## config.mk

```make
export PLATFORM = sky130hd
export DESIGN_NAME = sm_dco_integrator
export DESIGN_NICKNAME = d
export VERILOG_FILES = /design/src/rtl/sm_dco_integrator.sv
export SDC_FILE = /design/constraint.sdc
export NUM_CORES = 1
export LEC_CHECK = 0
export ABC_AREA = 1
export CELL_PAD_IN_SITES_DETAIL_PLACEMENT = 1
export CELL_PAD_IN_SITES_GLOBAL_PLACEMENT = 1
export CORE_MARGIN = 5
export CORE_UTILIZATION = 43
export CTS_CLUSTER_SIZE = 24
export DETAILED_ROUTE_END_ITERATION = 8
export PLACE_DENSITY = 0.89
export SLEW_MARGIN = 5
export SYNTH_ARGS = -nofsm -noshare
export SYNTH_HDL_FRONTEND = slang
export SYNTH_SLANG_ARGS = --single-unit
```

## constraint.sdc

```tcl
create_clock -name clk -period 3.61 [get_ports clk]
set_clock_uncertainty 0.1 [all_clocks]
set_input_delay 0.5415 -clock clk [delete_from_list [all_inputs] [get_ports clk]]
set_output_delay 0.5415 -clock clk [all_outputs]
set_load 0.05 [all_outputs]
```

## src/rtl/sm_dco_integrator.sv

```systemverilog
// Sign-magnitude phase-error integrator feeding the ADPLL DCO with an offset-binary control word.
// Optional build macro SM_DCO_LEAK_EN turns the pure integrator into a leaky one (shift LEAK_SH).

module sm_dco_integrator #(
    parameter int MAG_W   = 5,
    parameter int ACC_W   = 8
`ifdef SM_DCO_LEAK_EN
    ,
    parameter int LEAK_SH = 3
`endif
) (
    input  logic             clk,
    input  logic             rst,
    input  logic             in_valid,
    output logic             in_ready,
    input  logic             in_sign,
    input  logic [MAG_W-1:0] in_mag,
    output logic             out_valid,
    input  logic             out_ready,
    output logic [ACC_W-1:0] dco_word,
    output logic             sat_hi,
    output logic             sat_lo,
    output logic [1:0]       state_dbg
);

    // Handshakes: a transfer happens on a rising edge where valid && ready are both high.
    // The sender holds its payload until that edge; ready never depends on the same-side valid.
    typedef enum logic [1:0] {
        IDLE    = 2'd0,
        CONV    = 2'd1,
        ACCUM   = 2'd2,
        PRESENT = 2'd3
    } state_t;

    localparam logic signed [ACC_W:0] ACC_MAX = {2'b00, {(ACC_W-1){1'b1}}};
    localparam logic signed [ACC_W:0] ACC_MIN = {2'b11, {(ACC_W-1){1'b0}}};

    state_t state_q;
    state_t state_d;

    logic                    sign_q;
    logic        [MAG_W-1:0] mag_q;
    logic signed [ACC_W:0]   conv_q;
    logic        [ACC_W-1:0] acc_q;
    logic                    sat_hi_q;
    logic                    sat_lo_q;

    logic signed [ACC_W:0]   mag_ext;
    logic signed [ACC_W:0]   conv_c;
    logic signed [ACC_W:0]   acc_ext;
    logic signed [ACC_W:0]   sum_c;
    logic        [ACC_W-1:0] acc_d;
    logic                    sat_hi_d;
    logic                    sat_lo_d;

    always_ff @(posedge clk) begin
        if (rst) begin
            state_q <= IDLE;
        end else begin
            state_q <= state_d;
        end
    end

    always_comb begin
        state_d   = state_q;
        in_ready  = 1'b0;
        out_valid = 1'b0;
        case (state_q)
            IDLE: begin
                in_ready = 1'b1;
                if (in_valid) begin
                    state_d = CONV;
                end
            end
            CONV: begin
                state_d = ACCUM;
            end
            ACCUM: begin
                state_d = PRESENT;
            end
            PRESENT: begin
                out_valid = 1'b1;
                if (out_ready) begin
                    state_d = IDLE;
                end
            end
            default: begin
                state_d = IDLE;
            end
        endcase
    end

    // Negative zero falls out naturally: negating a zero magnitude is still zero.
    always_comb begin
        mag_ext = {{(ACC_W+1-MAG_W){1'b0}}, mag_q};
        conv_c  = sign_q ? -mag_ext : mag_ext;
    end

    always_comb begin
        acc_ext = {acc_q[ACC_W-1], acc_q};
`ifdef SM_DCO_LEAK_EN
        sum_c = acc_ext - (acc_ext >>> LEAK_SH) + conv_q;
`else
        sum_c = acc_ext + conv_q;
`endif
        acc_d    = sum_c[ACC_W-1:0];
        sat_hi_d = 1'b0;
        sat_lo_d = 1'b0;
        if (sum_c > ACC_MAX) begin
            acc_d    = ACC_MAX[ACC_W-1:0];
            sat_hi_d = 1'b1;
        end else if (sum_c < ACC_MIN) begin
            acc_d    = ACC_MIN[ACC_W-1:0];
            sat_lo_d = 1'b1;
        end
    end

    always_ff @(posedge clk) begin
        if (rst) begin
            sign_q   <= 1'b0;
            mag_q    <= '0;
            conv_q   <= '0;
            acc_q    <= '0;
            sat_hi_q <= 1'b0;
            sat_lo_q <= 1'b0;
        end else begin
            case (state_q)
                IDLE: begin
                    if (in_valid) begin
                        sign_q <= in_sign;
                        mag_q  <= in_mag;
                    end
                end
                CONV: begin
                    conv_q <= conv_c;
                end
                ACCUM: begin
                    acc_q    <= acc_d;
                    sat_hi_q <= sat_hi_d;
                    sat_lo_q <= sat_lo_d;
                end
                default: begin
                end
            endcase
        end
    end

    // Offset binary is two's complement with the sign bit inverted.
    assign dco_word  = {~acc_q[ACC_W-1], acc_q[ACC_W-2:0]};
    assign sat_hi    = sat_hi_q;
    assign sat_lo    = sat_lo_q;
    assign state_dbg = state_q;

endmodule

```

==> results.sh, run 1 <==
export IMPL_vias=1497
export IMPL_clkSinkCount=27
export IMPL_ys_flop_type="dfxtp_1"
export IMPL_drt_iter0_markers=48
export IMPL_cts_tree="built"
export IMPL_synth_seq_area_share=0.309
export IMPL_cts_root_buf="clkbuf_8"
export IMPL_maxCapViolCount=0
export IMPL_core_um2=3970
export IMPL_die_x_um=73.8
export IMPL_powerDensity_nw_per_um2=745
export IMPL_peakVddDrop_mv=0.437
export IMPL_crit_slowest_cell="clkdlybuf4s50_1"
export IMPL_crit_fanout=6
export IMPL_worst_slack_ns=1.11
export IMPL_clock_latency_ns=0.28
export IMPL_rsz0062_at_grt="false"
export IMPL_pre_cts_ws_ns=1.33
export IMPL_grt_pass1_vias=1554
export IMPL_die_h_um=73.8
export IMPL_drive_gt1_frac=0.131
export IMPL_setup_viol=0
export IMPL_synth_net_count=262
export IMPL_slowest_delay_ns=0.85
export IMPL_hold_viol=0
export IMPL_crit_chain="inv_1, ha_1, clkdlybuf4s50_1"
export IMPL_gp_congestion=0.762
export IMPL_numCtsBuffers=3
export IMPL_relSlewSlack=0.576
export IMPL_avgSynthCellArea_um2=7.39
export IMPL_synth_async_reset_ratio=0
export IMPL_wl_per_cell_um=13.3
export IMPL_tightestPinTransition_ns=0.634
export IMPL_critical_path_required_ns=2.97
export IMPL_max_freq_mhz=400
export IMPL_htreeDepth=1
export IMPL_initial_core_util=0.441
export IMPL_clk_pin_slew_ns=0.09
export IMPL_final_common_cell="nand2_1"
export IMPL_outcome="completed"
export IMPL_critPathLaunchType="flip-flop"
export IMPL_diodes=0
export IMPL_grt_pass1_wl_mm=6.96
export IMPL_synth_warnings=0
export IMPL_dp_cells=298
export IMPL_areaGrowthSynthToFinish_pct=15.4
export IMPL_tns_ns=0
export IMPL_syn_area_um2=1750
export IMPL_synth_edff_count=0
export IMPL_drc=0
export IMPL_dp_hpwl_mm=3.22
export IMPL_hold_buffers=0
export IMPL_grt_usage=0.162
export IMPL_wl_mm=4.02
export IMPL_layout_common_cells="48 x nand2_1, 36 x inv_1, 27 x dfxtp_1, 23 x clkdlybuf4s50_1, 16 x a21oi_1"
export IMPL_power_total_mw=1.51
export IMPL_fin_crit_sh=0.692
export IMPL_min_path_type="flip-flop to flip-flop"
export IMPL_grt_ovfl_total=0
export IMPL_viasPerCell=4.96
export IMPL_grt_max_degree=17
export IMPL_drt_first_pass_iters=4
export IMPL_fin_cells=302
export IMPL_period_minus_slack_ns=2.50
export IMPL_antenna_found_initial=0
export IMPL_core_rowCount=23
export IMPL_ys_ff_latch=27
export IMPL_drv_slew=0
export IMPL_yosysUniqueCellTypes=33
export IMPL_synthCells=237
export IMPL_nets=278
export IMPL_crit_path_end_kind="primary output"
export IMPL_postCtsSetupBuffers=0
export IMPL_whs_ns=0.390
export IMPL_ios=24
export IMPL_port_buffers=23
export IMPL_antenna_left=0
export IMPL_arrival_ns=1.86
export IMPL_cts_resized=0
export IMPL_p_leak_nw=0.910
export IMPL_critPathKind="flip-flop to primary output"
export IMPL_die_area_um2=5450
export IMPL_clock_path_buffers=2
-- kinds of logic after synthesis --
| logic type | synth area share |
|---|---|
| buf+inv | 0.119 |
| simple gates | 0.276 |
| xor+xnor | 0.0293 |
| compound gates | 0.156 |
| flops | 0.309 |
| fa+ha+maj | 0.111 |
-- cells in the mapped netlist, types with 3 or more instances --
| cell type | instances | share of area |
|---|---|---|
| buf_4 | 7 | 0.030 |
| ha_1 | 14 | 0.10 |
| o21ai_0 | 10 | 0.029 |
| nand3_1 | 12 | 0.034 |
| nand2_1 | 48 | 0.10 |
| nor2_1 | 14 | 0.030 |
| o211ai_1 | 5 | 0.021 |
| xnor2_1 | 3 | 0.015 |
| inv_1 | 36 | 0.077 |
| clkbuf_1 | 3 | 0.0064 |
| dfxtp_1 | 27 | 0.31 |
| a21oi_2 | 4 | 0.020 |
| a21oi_1 | 16 | 0.046 |
| nand2_2 | 15 | 0.054 |
-- through the flow --
step / area (µm²) / util
floorplan: 1750 / -
global placement: 1970 / 0.497
detailed placement: 1970 / 0.497
CTS: 2020 / 0.509
global route: 2020 / 0.509
finish: 2020 / 0.509
-- state kept, by name, summed over array words and instances (netlist names) --
signal / cells
conv_q: 9
sign_q: 1
mag_q: 5
sat_lo: 1
state_dbg: 2
acc_q: 8
sat_hi: 1
-- final timing paths --
check	start	end	slack [ns]	depth (start not counted)
hold / removal	conv_q[7]	conv_q[7]	0.39	2
hold reg to reg	conv_q[7]	conv_q[7]	0.39	2
setup / recovery	state_dbg[0]	in_ready	1.11	3
setup reg to reg	acc_q[0]	acc_q[6]	1.53	11
-- routing by layer --
layer	track usage	wire, µm	vias to the layer above
met3	0.0205	98	5
met2	0.287	2040	19
met5	0	0	-
met1	0.208	1840	692
li1	-	-	781
met4	0.0382	44	0
-- cell type report --
type,count,area (µm²)
Fill cell,524,1950
Multi-Input combinational cell,162,1000
Timing Repair Buffer,23,230
Clock inverter,1,7.51
Tap cell,50,62.6
Inverter,36,135
Sequential cell,27,541
Clock buffer,3,41.3
-- worst max-delay path: cells and delay by family (launching register included) --
family                     cells  cell delay [ns]
adders and majority gates      1             0.27
DFF                            1             0.36
buffers and inverters          2             0.96
-- power by group --
group | switching (mW) | internal (mW) | total (mW)
Combinational | 0.564 | 0.304 | 0.868
Sequential | 0.0780 | 0.383 | 0.461
Clock | 0.0991 | 0.0785 | 0.178
(Power assumes the default switching activity.)
==> inputs of run 2 (changes only) <==
--- a/config.mk
+++ b/config.mk
@@ -9,10 +9,10 @@
 export CELL_PAD_IN_SITES_DETAIL_PLACEMENT = 1
 export CELL_PAD_IN_SITES_GLOBAL_PLACEMENT = 1
 export CORE_MARGIN = 5
-export CORE_UTILIZATION = 43
+export CORE_UTILIZATION = 40
 export CTS_CLUSTER_SIZE = 24
 export DETAILED_ROUTE_END_ITERATION = 8
-export PLACE_DENSITY = 0.89
+export PLACE_DENSITY = 0.84
 export SLEW_MARGIN = 5
 export SYNTH_ARGS = -nofsm -noshare
 export SYNTH_HDL_FRONTEND = slang
==> constraint.sdc (replaced) <==
create_clock -name clk -period 2.3 [get_ports clk]
set_clock_uncertainty 0.1 [all_clocks]
set_input_delay 0.345 -clock clk [delete_from_list [all_inputs] [get_ports clk]]
set_output_delay 0.345 -clock clk [all_outputs]
set_load 0.05 [all_outputs]
==> run 2 against run 1 <==
Effect of this change: critical endpoint is now out_valid; total power is 57% higher; non-clock buffer count up 2; setup slack lost 0.93 ns.
==> results.sh, run 2 (synthesis gave the netlist of run 1 again) <==
export IMPL_maxCapViolCount=0
export IMPL_wl_per_cell_um=13.0
export IMPL_antenna_left=0
export IMPL_ios=24
export IMPL_min_path_type="flip-flop to flip-flop"
export IMPL_grt_usage=0.146
export IMPL_tns_ns=0
export IMPL_diodes=0
export IMPL_cts_resized=0
export IMPL_crit_chain="ha_1, clkdlybuf4s50_1"
export IMPL_fin_cells=306
export IMPL_htreeDepth=1
export IMPL_critPathLaunchType="flip-flop"
export IMPL_die_h_um=76.2
export IMPL_drc=0
export IMPL_fin_crit_sh=0.922
export IMPL_max_freq_mhz=471
export IMPL_initial_core_util=0.408
export IMPL_clk_pin_slew_ns=0.09
export IMPL_rsz0062_at_grt="false"
export IMPL_grt_max_degree=17
export IMPL_numCtsBuffers=3
export IMPL_dp_hpwl_mm=3.23
export IMPL_period_minus_slack_ns=2.12
export IMPL_postCtsSetupBuffers=0
export IMPL_crit_fanout=4
export IMPL_worst_path_buf_inv=1
export IMPL_drt_iter0_markers=38
export IMPL_core_rowCount=24
export IMPL_port_buffers=23
export IMPL_top_regs="conv_q (9), acc_q (8), mag_q (5)"
export IMPL_tightestPinTransition_ns=0.508
export IMPL_cts_root_buf="clkbuf_8"
export IMPL_drive_gt1_frac=0.142
export IMPL_layout_common_cells="48 x nand2_1, 36 x inv_1, 27 x dfxtp_1, 22 x clkdlybuf4s50_1, 16 x a21oi_1"
export IMPL_grt_pass1_wl_mm=7.03
export IMPL_setup_viol=0
export IMPL_dp_cells=302
export IMPL_crit_path_end_kind="primary output"
export IMPL_powerDensity_nw_per_um2=1160
export IMPL_slowest_delay_ns=0.81
export IMPL_vias=1494
export IMPL_critical_path_required_ns=1.86
export IMPL_largest_register_ffs=9
export IMPL_critPathTopFamily="buffers and inverters"
export IMPL_nFillCells=556
export IMPL_antenna_found_initial=0
export IMPL_grt_pass1_vias=1572
export IMPL_top_register="conv_q"
export IMPL_hold_buffers=0
export IMPL_p_leak_nw=0.921
export IMPL_critPathKind="flip-flop to primary output"
export IMPL_areaGrowthSynthToFinish_pct=16.2
export IMPL_final_common_cell="nand2_1"
export IMPL_outcome="completed"
export IMPL_clock_latency_ns=0.28
export IMPL_drv_slew=0
export IMPL_clock_path_buffers=2
export IMPL_die_x_um=76.2
export IMPL_hold_viol=0
export IMPL_peakVddDrop_mv=0.603
export IMPL_clkSinkCount=27
export IMPL_wl_mm=3.99
export IMPL_drt_first_pass_iters=4
export IMPL_nets=280
export IMPL_viasPerCell=4.88
export IMPL_crit_slowest_cell="clkdlybuf4s50_1"
export IMPL_gp_congestion=0.812
export IMPL_die_area_um2=5800
export IMPL_core_um2=4290
export IMPL_grt_ovfl_total=0
export IMPL_relSlewSlack=0.660
export IMPL_cts_tree="built"
export IMPL_arrival_ns=1.68
## run 2: per-stage QoR
stage	hold WS, ns	setup WS (ns)	power [mW]	utilization	instance area [µm²]
2_1_floorplan	0.314	0.346	1.77	-	1750
3_3_place_gp	0.361	0.369	2.05	0.463	1990
3_5_place_dp	0.377	0.308	2.09	0.463	1990
4_1_cts	0.392	0.160	2.39	0.474	2040
5_1_grt	0.416	0.0878	2.56	0.474	2040
6_report	0.391	0.179	2.36	0.474	2040
## run 2: final timing paths
path                startpoint        end  slack [ns]  depth (start not counted)
setup / recovery  state_dbg[0]  out_valid        0.18                          2
hold / removal       conv_q[6]  conv_q[6]        0.39                          2
setup reg to reg      acc_q[0]   acc_q[4]        0.26                         11
hold reg to reg      conv_q[6]  conv_q[6]        0.39                          2
## run 2: worst min-delay path: cells and delay by family, from the launching register on
family | cells | cell delay, ns
DFF | 1 | 0.33
and+or+nand+nor | 1 | 0.06
AOI/OAI and AO/OA | 1 | 0.06
## run 2: metal layers
layer  wire length, µm  global-route usage  vias to the layer above
li1                  -                   -                      787
met1              1840               0.179                      681
met2              1970               0.258                       21
met3               115              0.0177                        5
met4                68              0.0577                        0
met5                 0                   0                        -
## run 2: cell type report
cell class | instances | area, µm² | share of cell area
Inverter | 36 | 135 | 0.0664
Tap cell | 52 | 65.1 | 0.0320
Timing Repair Buffer | 25 | 243 | 0.119
Multi-Input combinational cell | 162 | 1000 | 0.493
Clock buffer | 3 | 41.3 | 0.0203
Sequential cell | 27 | 541 | 0.266
Clock inverter | 1 | 7.51 | 0.00369
## run 2: power breakdown
group	leakage [nW]	internal, mW	switching [mW]
Clock	0.0217	0.124	0.164
Combinational	0.678	0.483	0.871
Sequential	0.221	0.600	0.118
Total	0.921	1.21	1.15
